<file path="config.mk">
export PLATFORM = sky130hd
export DESIGN_NAME = operand_fetch
export DESIGN_NICKNAME = d
export VERILOG_FILES = /design/src/rtl/operand_fetch_pkg.sv /design/src/rtl/reg_file.sv /design/src/rtl/operand_fetch.sv
export SDC_FILE = /design/constraint.sdc
export NUM_CORES = 1
export LEC_CHECK = 0
export BUFFER_PORTS_ARGS = -buffer_cell sky130_fd_sc_hd__buf_2
export CORE_MARGIN = 4
export CORE_UTILIZATION = 45
export CTS_CLUSTER_DIAMETER = 120
export DETAILED_ROUTE_END_ITERATION = 16
export GPL_TIMING_DRIVEN = 0
export PLACE_DENSITY = 0.66
export SYNTH_ARGS = -nofsm -noshare
export SYNTH_HDL_FRONTEND = slang
export SYNTH_SLANG_ARGS = --single-unit
</file>
<file path="constraint.sdc">
create_clock -name clk_i -period 2.25 [get_ports clk_i]
set_input_delay 0.3375 -clock clk_i [delete_from_list [all_inputs] [get_ports clk_i]]
set_output_delay 0.3375 -clock clk_i [all_outputs]
set_load 0.05 [all_outputs]
</file>
<file path="src/rtl/operand_fetch_pkg.sv">
// Shared widths and encodings for the operand-fetch stage and its register file.
package operand_fetch_pkg;

  localparam int DATA_W    = 8;
  localparam int REG_COUNT = 8;
  localparam int ADDR_W    = $clog2(REG_COUNT);
  localparam int OP_W      = 3;

  typedef enum logic [OP_W-1:0] {
    OP_AND  = 3'd0,
    OP_OR   = 3'd1,
    OP_XOR  = 3'd2,
    OP_ADD  = 3'd3,
    OP_SUB  = 3'd4,
    OP_SLL  = 3'd5,
    OP_SRL  = 3'd6,
    OP_PASS = 3'd7
  } alu_op_e;

  typedef enum logic {
    ST_EMPTY = 1'b0,
    ST_FULL  = 1'b1
  } stage_e;

endpackage

</file>
<file path="src/rtl/reg_file.sv">
// General register file with two combinational read ports and same-cycle write-back bypass.
module reg_file #(
  parameter int DATA_W    = operand_fetch_pkg::DATA_W,
  parameter int REG_COUNT = operand_fetch_pkg::REG_COUNT,
  localparam int ADDR_W   = $clog2(REG_COUNT)
) (
  input  logic              clk_i,
  input  logic              rst_i,
  input  logic              wb_en_i,
  input  logic [ADDR_W-1:0] wb_addr_i,
  input  logic [DATA_W-1:0] wb_data_i,
  input  logic [ADDR_W-1:0] rs1_i,
  input  logic [ADDR_W-1:0] rs2_i,
  output logic [DATA_W-1:0] rd1_o,
  output logic [DATA_W-1:0] rd2_o
);
  import operand_fetch_pkg::*;

  logic [DATA_W-1:0] regs_q [REG_COUNT];
  logic              wr_ok;

  // r0 is hard-wired to zero, so it is never a write or bypass target
  assign wr_ok = wb_en_i && (wb_addr_i != '0);

  always_ff @(posedge clk_i) begin
    if (rst_i) begin
      for (int i = 0; i < REG_COUNT; i++) regs_q[i] <= '0;
    end else if (wr_ok) begin
      regs_q[wb_addr_i] <= wb_data_i;
    end
  end

  assign rd1_o = (rs1_i == '0)                     ? '0        :
                 (wr_ok && (wb_addr_i == rs1_i))   ? wb_data_i :
                                                     regs_q[rs1_i];
  assign rd2_o = (rs2_i == '0)                     ? '0        :
                 (wr_ok && (wb_addr_i == rs2_i))   ? wb_data_i :
                                                     regs_q[rs2_i];

endmodule

</file>
<file path="src/rtl/operand_fetch.sv">
// Operand-fetch stage: reads sources through reg_file and holds one operand bundle for the ALU.
module operand_fetch #(
  parameter int DATA_W    = operand_fetch_pkg::DATA_W,
  parameter int REG_COUNT = operand_fetch_pkg::REG_COUNT,
  parameter int OP_W      = operand_fetch_pkg::OP_W,
  localparam int ADDR_W   = $clog2(REG_COUNT)
) (
  input  logic              clk_i,
  input  logic              rst_i,
  input  logic              in_valid_i,
  output logic              in_ready_o,
  input  logic [OP_W-1:0]   in_opcode_i,
  input  logic [ADDR_W-1:0] in_rs1_i,
  input  logic [ADDR_W-1:0] in_rs2_i,
  input  logic [ADDR_W-1:0] in_rd_i,
  input  logic              wb_en_i,
  input  logic [ADDR_W-1:0] wb_addr_i,
  input  logic [DATA_W-1:0] wb_data_i,
  output logic              out_valid_o,
  input  logic              out_ready_i,
  output logic [OP_W-1:0]   out_opcode_o,
  output logic [ADDR_W-1:0] out_rd_o,
  output logic [DATA_W-1:0] out_a_o,
  output logic [DATA_W-1:0] out_b_o
);
  import operand_fetch_pkg::*;

  stage_e            state_q, state_d;
  logic              accept, load;
  logic [DATA_W-1:0] opa, opb;
  logic [OP_W-1:0]   opcode_q;
  logic [ADDR_W-1:0] rd_q;
  logic [DATA_W-1:0] a_q, b_q;

  reg_file #(.DATA_W(DATA_W), .REG_COUNT(REG_COUNT)) u_rf (
    .clk_i     (clk_i),
    .rst_i     (rst_i),
    .wb_en_i   (wb_en_i),
    .wb_addr_i (wb_addr_i),
    .wb_data_i (wb_data_i),
    .rs1_i     (in_rs1_i),
    .rs2_i     (in_rs2_i),
    .rd1_o     (opa),
    .rd2_o     (opb)
  );

  // Ready is purely a function of the output slot, never of in_valid
  assign in_ready_o = !rst_i && ((state_q == ST_EMPTY) || out_ready_i);
  assign accept     = in_valid_i && in_ready_o;

  always_comb begin
    state_d = state_q;
    load    = 1'b0;
    if (accept) begin
      state_d = ST_FULL;
      load    = 1'b1;
    end else if ((state_q == ST_FULL) && out_ready_i) begin
      state_d = ST_EMPTY;
    end
  end

  always_ff @(posedge clk_i) begin
    if (rst_i) begin
      state_q  <= ST_EMPTY;
      opcode_q <= '0;
      rd_q     <= '0;
      a_q      <= '0;
      b_q      <= '0;
    end else begin
      state_q <= state_d;
      if (load) begin
        opcode_q <= in_opcode_i;
        rd_q     <= in_rd_i;
        a_q      <= opa;
        b_q      <= opb;
      end
    end
  end

  assign out_valid_o  = (state_q == ST_FULL);
  assign out_opcode_o = opcode_q;
  assign out_rd_o     = rd_q;
  assign out_a_o      = a_q;
  assign out_b_o      = b_q;

endmodule

</file>
# Word-level counts from Yosys, hierarchy flattened
# Memories as Yosys holds them, arrays and structs flattened.
# Index checks and enable logic that the tools add are counted.
# totals
ram_bits,64
in_bits,28
reg_bits,23
mem_count,1
# mem_list
memory,words,width,read_ports,rd_clocked_by_memory_dff,wr,line,rtl
u_rf.regs_q,8,8,2,0,8,reg_file.sv:19,logic [DATA_W-1:0] regs_q [REG_COUNT];
# classes
n_reduce_logical,13
eq_ne,2
bitwise_logic,1
muxes,15
# op_table
cell,n
$mux W8,5
$mux W1,9
$reduce_or A8 Y1,1
$eq A3 B3 Y1,2
$logic_and A1 B1 Y1,6
$logic_not A3 Y1,2
$mux W3,1
$reduce_bool A3 Y1,1
$reduce_bool A2 Y1,1
$logic_not A1 Y1,1
$logic_or A1 B1 Y1,1
$not A1 Y1,1

# Depth between registers and ports, before layout
# Gate-level depths: netlist of the first run.
# logic_depth
ltp_word,7
depth_mapped,6
depth_no_buf,4

# By module
# From an unflattened synthesis of the first run, not the netlist that was laid out.
# hier_totals
cells_unflattened,392
area_unflattened_um2,4573.1
# by_module_without_submodules
mod,seq_area_each_um2,instances,cells_per_inst,area_per_inst_um2
reg_file,1711.6,1,290,3512.1
operand_fetch,460.4,1,102,1061.0

# Least setup slack after synthesis of the first run
# Ideal clock, no wire load.
# synth_timing
path_kind,input port to flip-flop
from,input rst_i
to,"memory u_rf.regs_q[1][0], enable pin"
t_arrival_ns,1.777
path_slack_ns,0.099
required_time_ns,1.875
path_stages,5
n_path_buf,3
path_cell_list,clkbuf_1 > or3b_2 > clkbuf_1 > clkbuf_1 > o21bai_1
# synth_rtl
item,line,rtl
start: declaration,operand_fetch.sv:9,"input logic rst_i,"
end: declaration,reg_file.sv:19,

==> flow_metrics.env, run 1 <==
export IMPL_first_iter_violations=273
export IMPL_num_rows=35
export IMPL_critPathLaunchType="input port"
export IMPL_die_h_um=107
export IMPL_yosysWarnings=0
export IMPL_synth_top_area_cell="edfxtp_1"
export IMPL_grt_pass1_vias=3025
export IMPL_period_needed_ns=2.16
export IMPL_syn_instance_count=338
export IMPL_dr_wl_met3_um=978
export IMPL_dp_slack_ns=-0.551
export IMPL_worstPathMaxFanout=10
export IMPL_final_cell_mix="edfxtp_1, buf_2, nor3_1, dfxtp_1"
export IMPL_seq_area_frac_synth=0.537
export IMPL_dpl_cell_area_sq_um=4850
export IMPL_clk_latency_ns=0.35
export IMPL_synth_distinct_cells=42
export IMPL_root_buffer="clkbuf_8"
export IMPL_wl_met1_um=4750
export IMPL_wl_per_cell_um=20.9
export IMPL_via_per_inst=5.87
export IMPL_post_cts_setup_buffer_count=0
export IMPL_drc=0
export IMPL_fmax_ghz=0.462
export IMPL_cp_top_family="buffers and inverters"
export IMPL_core_area_sq_um=9420
export IMPL_synth_cell_area_sq_um=4430
export IMPL_synth_async_sr_flop_share=0
export IMPL_antenna_left=0
export IMPL_cp_cell_sequence="buf_2 -> clkbuf_1 -> or3b_2 -> clkbuf_1 -> clkbuf_1 -> o21bai_2"
export IMPL_worst_path_stages=6
export IMPL_highest_layer="met4"
export IMPL_cts_buffer_depth=2
export IMPL_overflow=0
export IMPL_total_power_w=0.00359
export IMPL_r2r_end="out_b_o[0]"
export IMPL_rr_startpoint="out_valid_o"
export IMPL_setup_violations_final=0
export IMPL_synth_area_leaders="edfxtp_1, dfxtp_1, mux4_2"
export IMPL_r2r_cells=4
export IMPL_endpoint_kind="register"
export IMPL_critPathKind="input port to register"
export IMPL_slew_violations=0
export IMPL_skew_ns=0.00865
export IMPL_dieArea_sq_um=11500
export IMPL_avgSynthCellArea_sq_um=13.1
export IMPL_ys_seq_elements=87
export IMPL_hold_viol_final=0
export IMPL_rsz0062_at_grt="true"
export IMPL_grt_antenna_before_repair=0
export IMPL_routed_wl_um=11200
export IMPL_critical_path_required_ns=2.25
export IMPL_initial_core_util=0.471
export IMPL_slew_headroom=0.530
export IMPL_track_usage=0.198
export IMPL_io_pins=52
export IMPL_route_met2_wl_um=5330
export IMPL_die_w_um=107
export IMPL_critPathArrivalTime_ns=2.16
export IMPL_yosys_area_top_type_share=0.433
export IMPL_outcome="finished, final reports clean"
export IMPL_htree_num_levels=3
export IMPL_dr_pass1_iters=5
export IMPL_leakage_nw=1.86
export IMPL_hold_depth=3
export IMPL_place_congestion=0.848
export IMPL_clkTransAtPathRegs_ns=0.08
export IMPL_yosys_most_used_dff="edfxtp_1"
export IMPL_cts_buffers=9
export IMPL_grt_max_degree=16
export IMPL_vias=3141
export IMPL_areaGrowthSynthToFinish_pct=14.4
export IMPL_cts_sinks=87
export IMPL_worstMarginPinSlew_ns=0.700
export IMPL_cp_startpoint="rst_i"
export IMPL_antenna_cells=0
export IMPL_hpwl_um=8280
export IMPL_grt_pass1_wl_um=17100
export IMPL_setup_worst_path_end="u_rf.regs_q[1][1]"
export IMPL_finalNetCount=429
export IMPL_cts_tree="yes"
export IMPL_portBuffers=45
export IMPL_setup_ws_ns=0.0864
export IMPL_drive_gt1_frac=0.264
export IMPL_mostFrequentLayoutCell="edfxtp_1"
export IMPL_design_area_sq_um=5070
export IMPL_postCtsHoldBufs=0
export IMPL_crit_buf_inv=4
export IMPL_ir_drop_uv=280
export IMPL_crit_path_top_delay_cell="or3b_2"
export IMPL_cpMostUsedCell="clkbuf_1"
export IMPL_min_path_type="input port to register"
export IMPL_synth_edf_count=64
export IMPL_ff2ff_setup_slack_ns=0.50
export IMPL_fin_crit_sh=0.962
export IMPL_powerDensity_nw_per_um2=709
export IMPL_slowest_delay_ns=0.50
export IMPL_cap_violations=0
routing by layer:
metal / track usage / up-vias
met5: 0 / -
met4: 0.0566 / 0
met3: 0.0438 / 16
met2: 0.315 / 139
met1: 0.275 / 1546
li1: - / 1440
power breakdown:
group	internal, W	switching (W)
Combinational	0.000229	0.000382
Sequential	0.00183	0.0000645
Clock	0.000514	0.000571
Total	0.00258	0.00102
worst register-to-register path, delay by kind of cell (launching register included):
kind | cells | cell delay [ns]
AOI/OAI and AO/OA | 2 | 0.77
DFF | 1 | 0.32
and+or+nand+nor | 2 | 0.60
stage by stage:
step	cells	hold slack, ns	TNS, ns	utilization
floorplan	345	0.446	0	-
global placement	519	0.447	-21.25	0.515
detailed placement	519	0.451	-22.03	0.515
CTS	535	0.178	0	0.537
global route	535	0.193	-0.0593	0.539
finish	535	0.183	0	0.539
cells in the mapped netlist (7+ instances only):
cell      count
inv_1         8
mux4_2       19
mux4_1       10
mux2i_1      15
nor2_1        8
edfxtp_1     64
o221ai_1      8
nand2b_1     10
nor4_1        8
nand2_1      17
clkbuf_1     19
a221o_1       8
and2_1        8
dfxtp_1      23
o21ai_0       7
buf_2         9
nor3_1       53
how the worst min path moves through the flow:
stage                         from  slack, ns         endpoint
global route            in_rd_i[1]       0.19      out_rd_o[1]
finish                  in_rd_i[1]       0.18      out_rd_o[1]
floorplan           in_opcode_i[0]       0.45  out_opcode_o[0]
CTS                 in_opcode_i[1]       0.18  out_opcode_o[1]
detailed placement      out_a_o[7]       0.45       out_a_o[7]
global placement        out_a_o[1]       0.45       out_a_o[1]
cells by family after synthesis:
logic type | Yosys count | synth area share
xor+xnor | 3 | 0.00593
simple gates | 117 | 0.139
flops | 87 | 0.537
compound gates | 39 | 0.0686
buf+inv | 42 | 0.0466
other cells | 1 | 0.000846
mux | 49 | 0.202
registers in the layout, summed over array words and instances (netlist names):
name and cells:
out_valid_o 1, u_rf.regs_q 64, out_b_o 8, out_opcode_o 3
out_a_o 8, out_rd_o 3
area by class of cell:
type / instances / area, sq um
clock inverters: 7 / 70.1
well taps: 129 / 161
flip-flops and latches: 87 / 2380
multi-input cells: 216 / 1900
inverters: 8 / 30.0
clock buffers: 9 / 124
fillers: 779 / 4340
plain buffers: 34 / 176
repair buffers: 45 / 225
repair_timing:
item                                    4_1_cts  5_1_grt
gates resized for setup                       4        3
pin swaps                                     0        0
endpoints found under the hold margin         0        0
endpoints found under the setup margin       32       32
Power figures use the tool's default switching activity.
==> inputs of run 2 (changes only) <==
- CTS_BUF_LIST: unset -> sky130_fd_sc_hd__clkbuf_4
==> flow_metrics.env, run 2 (synthesis results as in run 1) <==
export IMPL_cts_sinks=87
export IMPL_hold_depth=3
export IMPL_htree_num_levels=3
export IMPL_r2r_cells=4
export IMPL_vias=3153
export IMPL_grt_pass1_wl_um=17100
export IMPL_dieArea_sq_um=11500
export IMPL_antenna_left=0
export IMPL_finalNetCount=429
export IMPL_p_sw_w=0.00100
export IMPL_place_congestion=0.848
export IMPL_ir_drop_uv=230
export IMPL_initial_core_util=0.471
export IMPL_via_per_inst=5.89
export IMPL_rsz0062_at_grt="false"
export IMPL_overflow=0
export IMPL_design_area_sq_um=5000
export IMPL_fin_util=0.531
export IMPL_clkTransAtPathRegs_ns=0.13
export IMPL_cpMostUsedCell="clkbuf_1"
export IMPL_cts_tree="yes"
export IMPL_setup_tns_ns=0
export IMPL_grt_pass1_vias=3031
export IMPL_post_cts_setup_buffer_count=0
export IMPL_grt_antenna_before_repair=0
export IMPL_comb_power_share=0.179
export IMPL_routed_wl_um=11200
export IMPL_final_cell_mix="edfxtp_1, buf_2, nor3_1, dfxtp_1"
export IMPL_critical_path_required_ns=2.31
export IMPL_critPathKind="input port to register"
export IMPL_cp_cell_sequence="clkbuf_2 -> clkbuf_1 -> nand2b_1 -> clkbuf_1 -> buf_2 -> o21bai_1"
export IMPL_r2r_end="out_b_o[0]"
export IMPL_worstMarginPinSlew_ns=0.854
export IMPL_hpwl_um=8280
export IMPL_hold_viol_final=0
export IMPL_core_area_sq_um=9420
export IMPL_track_usage=0.198
export IMPL_drive_gt1_frac=0.261
export IMPL_critPathArrivalTime_ns=2.21
export IMPL_portBuffers=45
export IMPL_fmax_ghz=0.465
export IMPL_skew_ns=0.0124
export IMPL_mostFrequentLayoutCell="edfxtp_1"
export IMPL_dr_pass1_iters=5
export IMPL_die_h_um=107
export IMPL_largest_register_ffs=64
export IMPL_worstPathMaxFanout=10
export IMPL_min_path_type="input port to register"
export IMPL_crit_buf_inv=4
export IMPL_first_iter_violations=202
export IMPL_cp_top_family="buffers and inverters"
export IMPL_sequentialPowerShare=0.558
export IMPL_grt_max_degree=16
export IMPL_rr_startpoint="out_valid_o"
export IMPL_setup_violations_final=0
export IMPL_clk_latency_ns=0.43
export IMPL_drc=0
export IMPL_critPathLaunchType="input port"
export IMPL_regMostFlops="u_rf.regs_q"
export IMPL_total_power_w=0.00340
export IMPL_p_sw_frac=0.295
export IMPL_cts_buffer_depth=2
export IMPL_leakage_nw=1.84
export IMPL_root_buffer="clkbuf_4"
export IMPL_cap_violations=0
export IMPL_holdPathEnd="out_rd_o[1]"
export IMPL_cts_buffers=9
export IMPL_slowest_delay_ns=0.69
export IMPL_crit_path_top_delay_cell="o21bai_1"
export IMPL_hold_start="in_rd_i[1]"
export IMPL_slew_violations=0
export IMPL_wl_per_cell_um=21.0
export IMPL_period_needed_ns=2.15
export IMPL_antenna_cells=0
export IMPL_powerDensity_nw_per_um2=680
export IMPL_io_pins=52
export IMPL_endpoint_kind="register"
export IMPL_areaGrowthSynthToFinish_pct=12.8
export IMPL_num_rows=35
export IMPL_clkPwrFrac=0.263
export IMPL_die_w_um=107
export IMPL_slew_headroom=0.430
export IMPL_ff2ff_setup_slack_ns=0.50
export IMPL_internal_power_w=0.00240
export IMPL_dpl_cell_area_sq_um=4850
export IMPL_outcome="finished, final reports clean"
export IMPL_fin_crit_sh=0.955
-- run 2: cell counts in the layout (fill, tap and decap cells not counted) --
No cell type changed its count.
-- run 2: final cells by class --
class,instances,area [sq um]
multi-input combinational,216,1890
inverter,8,30.0
tap,129,161
fill,795,4410
sequential,87,2380
buffer,34,176
clock inverter,7,70.1
clock buffer,9,67.6
timing repair buffer,45,225
-- run 2: metrics by stage --
step	hold WS, ns	worst slack (ns)	instances
3_5_place_dp	0.451	-0.551	519
2_1_floorplan	0.446	0.0985	345
5_1_grt	0.109	0.00725	535
6_report	0.101	0.100	535
3_3_place_gp	0.447	-0.540	519
4_1_cts	0.0937	0.0890	535
-- run 2: worst max-delay path by stage --
stage                            start                end  slack [ns]  cells past startpoint
final                     wb_addr_i[0]  u_rf.regs_q[6][1]        0.10                      6
after global routing      wb_addr_i[0]  u_rf.regs_q[6][1]       0.007                      6
after CTS                 wb_addr_i[1]  u_rf.regs_q[5][7]        0.09                      6
after detailed placement  wb_addr_i[0]  u_rf.regs_q[7][3]       -0.55                      5
after global placement    wb_addr_i[0]  u_rf.regs_q[7][3]       -0.54                      5
after floorplan                  rst_i  u_rf.regs_q[1][0]         0.1                      5
-- run 2: per-layer routing --
layer  wire (um)  track usage  vias to the layer above
li1            -            -                     1439
met1        4680        0.274                     1532
met2        5320        0.316                      167
met3        1070       0.0444                       15
met4         146       0.0548                        0
met5           0            0                        -
-- run 2: worst register-to-register path: stages (launching register included) --
cell and delay [ns]:
dfxtp_1 0.34, nor2b_1 0.18, or3_1 0.43, a21oi_1 0.51, a221o_1 0.25
-- run 2: power by group through the flow --
| stage | combinational, W | clock (W) | sequential, W |
|---|---|---|---|
| finish | 0.000610 | 0.000897 | 0.00190 |
| global route | 0.000648 | 0.000963 | 0.00191 |
| CTS | 0.000608 | 0.000901 | 0.00190 |
| detailed placement | 0.000603 | 0 | 0.00193 |
| global placement | 0.000596 | 0 | 0.00193 |
| floorplan | 0.000328 | 0 | 0.00202 |
-- run 2: what timing repair did --
item | 4_1_cts | 5_1_grt
endpoints found under the hold margin | 0 | 0
resized for setup | 4 | 1
hold buffers | 0 | 0
endpoints found under the setup margin | 32 | 4
pin swaps | 0 | 0
